--- config.mk ---
export PLATFORM = sky130hd
export DESIGN_NAME = dff_pipe
export DESIGN_NICKNAME = d
export VERILOG_FILES = /design/src/rtl/dff_pipe.sv
export SDC_FILE = /design/constraint.sdc
export NUM_CORES = 1
export LEC_CHECK = 0
export CAP_MARGIN = 10
export CORE_ASPECT_RATIO = 1.25
export CORE_MARGIN = 1.5
export CORE_UTILIZATION = 55
export DETAILED_ROUTE_END_ITERATION = 10
export GPL_ROUTABILITY_DRIVEN = 0
export PLACE_DENSITY = 0.87
export SLEW_MARGIN = 15
export SYNTH_ARGS = -nofsm -noshare
export SYNTH_HDL_FRONTEND = slang
export SYNTH_SLANG_ARGS = --single-unit
--- constraint.sdc ---
create_clock -name clk -period 4.3 [get_ports clk]
set_input_delay 1.29 -clock clk [delete_from_list [all_inputs] [get_ports clk]]
set_output_delay 1.29 -clock clk [all_outputs]
set_load 0.1 [all_outputs]
--- src/rtl/dff_pipe.sv ---
// Parameterised register pipeline with per-stage valid bits, flush and optional bubble collapsing.
// Stage 0 faces the input; stage DEPTH-1 drives q/q_valid straight from its registers.
`timescale 1ns / 1ps

module dff_pipe #(
  parameter int unsigned      WIDTH     = 8,
  parameter int unsigned      DEPTH     = 4,
  parameter logic [WIDTH-1:0] RESET_VAL = '0,
  parameter bit               COLLAPSE  = 1'b0
) (
  input  logic                       clk,
  input  logic                       reset,
  input  logic                       en,
  input  logic                       flush,
  input  logic                       d_valid,
  input  logic [WIDTH-1:0]           d,
  output logic                       d_ready,
  output logic                       q_valid,
  output logic [WIDTH-1:0]           q,
  output logic [$clog2(DEPTH+1)-1:0] occupancy
);

  localparam int unsigned OccW = $clog2(DEPTH + 1);

  logic [WIDTH-1:0] dat_q [DEPTH];
  logic [DEPTH-1:0] v_q;
  logic [DEPTH-1:0] rdy;
  logic             full_tail;

  // A stage may move when the output drains, or (collapsing) when any stage from it to the
  // output holds a bubble. Written as a suffix-AND to avoid a self-referencing comb chain.
  always_comb begin
    rdy       = '0;
    full_tail = 1'b1;
    for (int k = 0; k < DEPTH; k++) begin
      full_tail = 1'b1;
      for (int j = k; j < DEPTH; j++) begin
        full_tail = full_tail & v_q[j];
      end
      rdy[k] = en | (COLLAPSE & ~full_tail);
    end
  end

  assign d_ready = rdy[0] & ~flush & ~reset;
  assign q       = dat_q[DEPTH-1];
  assign q_valid = v_q[DEPTH-1];

  always_comb begin
    occupancy = '0;
    for (int k = 0; k < DEPTH; k++) begin
      occupancy = occupancy + OccW'(v_q[k]);
    end
  end

  // Flush kills valids but leaves data in place; data shifts regardless of valid bits.
  always_ff @(posedge clk) begin
    if (reset) begin
      for (int k = 0; k < DEPTH; k++) begin
        dat_q[k] <= RESET_VAL;
      end
      v_q <= '0;
    end else if (flush) begin
      v_q <= '0;
    end else begin
      if (rdy[0]) begin
        dat_q[0] <= d;
        v_q[0]   <= d_valid;
      end
      for (int k = 1; k < DEPTH; k++) begin
        if (rdy[k]) begin
          dat_q[k] <= dat_q[k-1];
          v_q[k]   <= v_q[k-1];
        end
      end
    end
  end

endmodule

==> metrics.md <==
| Metric | Value |
|---|---|
| Post-CTS Resized | `0` |
| Total CTS buffers | `5` |
| Worst reg2reg startpoint | `dat_q[0][6]` |
| Crit path launch type | `input pin` |
| Slowest CP cell | `clkdlybuf4s50_1` |
| Via/cell ratio | `4.88` |
| ANT cells | `0` |
| Final Skew | `6.67 ps` |
| Pre-Repair DR Iteration Count | `4` |
| Initial core utilization | `0.588` |
| Fin crit period | `3750 ps` |
| Routed Antenna Nets | `0` |
| Crit Path Class | `in -> out` |
| R2r setup slk | `3520 ps` |
| First-pass GRT wire length | `3.04 mm` |
| Core area | `2480 um^2` |
| Hold Buf Count CTS | `0` |
| Vias in the first global route | `689` |
| H-tree depth | `2` |
| DRT iter0 DRCs | `14` |
| Net Count, Synth | `107` |
| VDD IR max | `0.000417 V` |
| CP required | `3010 ps` |
| Commonest cells after routing, fill and taps aside | `32 x edfxtp_1, 21 x clkdlybuf4s50_1, 20 x and2_1` |
| Port buffer count | `25` |
| Reg2Reg Depth | `1` |
| Die Span X | `49.0 um` |
| Routed via count | `751` |
| Hold Path End | `dat_q[3][5]` |
| Worst Setup End Kind | `output pin` |
| Total Wirelength | `1.84 mm` |
| Syn avg cell area | `16.0 um^2` |
| LEAKAGE | `0.712 nW` |
| Reg2reg end | `dat_q[1][6]` |
| Seq/Total Area, Yosys | `0.715` |
| Detailed Place HPWL | `1.23 mm` |
| CP peak stage delay | `640 ps` |
| Peak Freq | `0.267 GHz` |
| Initial antenna violation count | `0` |
| Die area | `2970 um^2` |
| Pwr Density | `397 nW/um^2` |
| Hold path depth | `1` |
| Overall global routing resource usage | `0.151` |
| Largest net degree at the start of global routing | `33` |
| Clock Latency Late Sink | `330 ps` |
| Hold_sp | `dat_q[2][5]` |
| # Post-CTS Setup Buffers | `0` |
| IO Count | `26` |
| Final setup fails | `0` |
| CP Cell Sequence | `clkdlybuf4s50_1 -> nor3b_4 -> buf_12` |
| Share of cells above drive strength 1 | `0.215` |
| WP buf/inv | `2` |
| Outcome | `completed` |
| Synth Register Bits | `36` |
| Hold Crit Class | `reg -> reg` |
| Root buf cell | `clkbuf_4` |
| Final Cell Area | `1790 um^2` |
| Max-Cap Viols | `0` |
| Final setup TNS | `0 ps` |
| Area Overhead vs Synth | `22.9%` |
| Final Cycle Share | `0.872` |
| Wire length per cell | `11.9 um` |
| Placement Cell Area | `1710 um^2` |
| Worst rel slew slack | `0.357` |
| Synth unique cells | `12` |
| Worst Path Arrival | `2460 ps` |
| Total grt overflow | `0` |
| DRC Markers | `0` |
| Synth warn | `0` |
| Die H | `60.5 um` |
| Final Max Tran Viols | `0` |
| Post-Syn Area | `1460 um^2` |
| Largest delay share family, worst path | `buffers and inverters` |
| RSZ-0062 raised after global routing | `false` |
| Cells after synthesis | `91` |
| Worst-Margin Slew | `962 ps` |
| Maximum root-to-sink buffer count | `2` |
| Nets@finish | `136` |
| Crit Path Max Fanout | `6` |
| Commonest non-fill, non-tap cell in the layout | `edfxtp_1` |
| Reg clk slew, reported paths | `100 ps` |
| CTS tree | `yes` |
| Final Hold Viols | `0` |
| Rows | `20` |
| Sink Count | `36` |
## state kept, by name, indices dropped and copies added (netlist names)
name,count
dat_q,32
v_q,4
## report_power, final
part / leakage (nW) / switching (mW) / internal (mW)
registers: 0.371 / 0.00432 / 0.401
logic: 0.299 / 0.0553 / 0.0254
clock network: 0.0422 / 0.103 / 0.122
total: 0.712 / 0.163 / 0.548
## cell usage after synthesis, drive strengths merged
master / instances / area (um^2)
nor3: 4 / 20.0
and2: 32 / 215
ha: 2 / 25.0
buf: 4 / 45.0
dfxtp: 4 / 80.1
edfxtp: 32 / 961
nor3b: 1 / 18.8
fa: 1 / 20.0
mux2i: 4 / 40.0
inv: 6 / 22.5
a21o: 1 / 8.76
## through the flow
step | util | std cells | worst slack [ps] | hold slack [ps] | total power, mW
4_1_cts | 0.722 | 154 | 543 | 530 | 0.720
3_5_place_dp | 0.691 | 146 | 554 | 506 | 0.495
2_1_floorplan | - | 91 | 312 | 497 | 0.470
6_report | 0.722 | 154 | 552 | 527 | 0.711
3_3_place_gp | 0.691 | 146 | 562 | 498 | 0.492
5_1_grt | 0.722 | 154 | 503 | 540 | 0.738
## worst max path at each step
stage                       from      endpoint  slack, ps  cells after the start
after floorplan           v_q[3]  occupancy[1]        310                      5
after global placement        en       d_ready        560                      3
after detailed placement      en       d_ready        550                      3
after CTS                     en       d_ready        540                      3
after global routing          en       d_ready        500                      3
final                         en       d_ready        550                      3
## cells by family (layout without fill, tap and decap cells)
kind of cell	after synthesis	in the layout	synth area share
compound gates	1	1	0.00601
fa+ha+maj	3	3	0.0309
buf+inv	10	40	0.0464
flops	36	36	0.715
mux	4	4	0.0275
simple gates	37	37	0.174
## layer usage
| layer | up-vias | share of wire | global-route usage | wire length, um |
|---|---|---|---|---|
| met2 | 25 | 0.54 | 0.258 | 994 |
| met5 | - | 0 | 0 | 0 |
| li1 | 369 | - | - | - |
| met1 | 349 | 0.37 | 0.151 | 684 |
| met4 | 0 | 0.036 | 0.135 | 67 |
| met3 | 8 | 0.050 | 0.0468 | 91 |
## final cells by class
cell class              count  area, um^2
clock inverters             2        35.0
inverters                   6        22.5
fillers                   153         688
well taps                  33        41.3
multi-input cells          45         348
flip-flops and latches     36        1040
clock buffers               6        41.3
repair buffers             26         260
(Power assumes the default switching activity.)
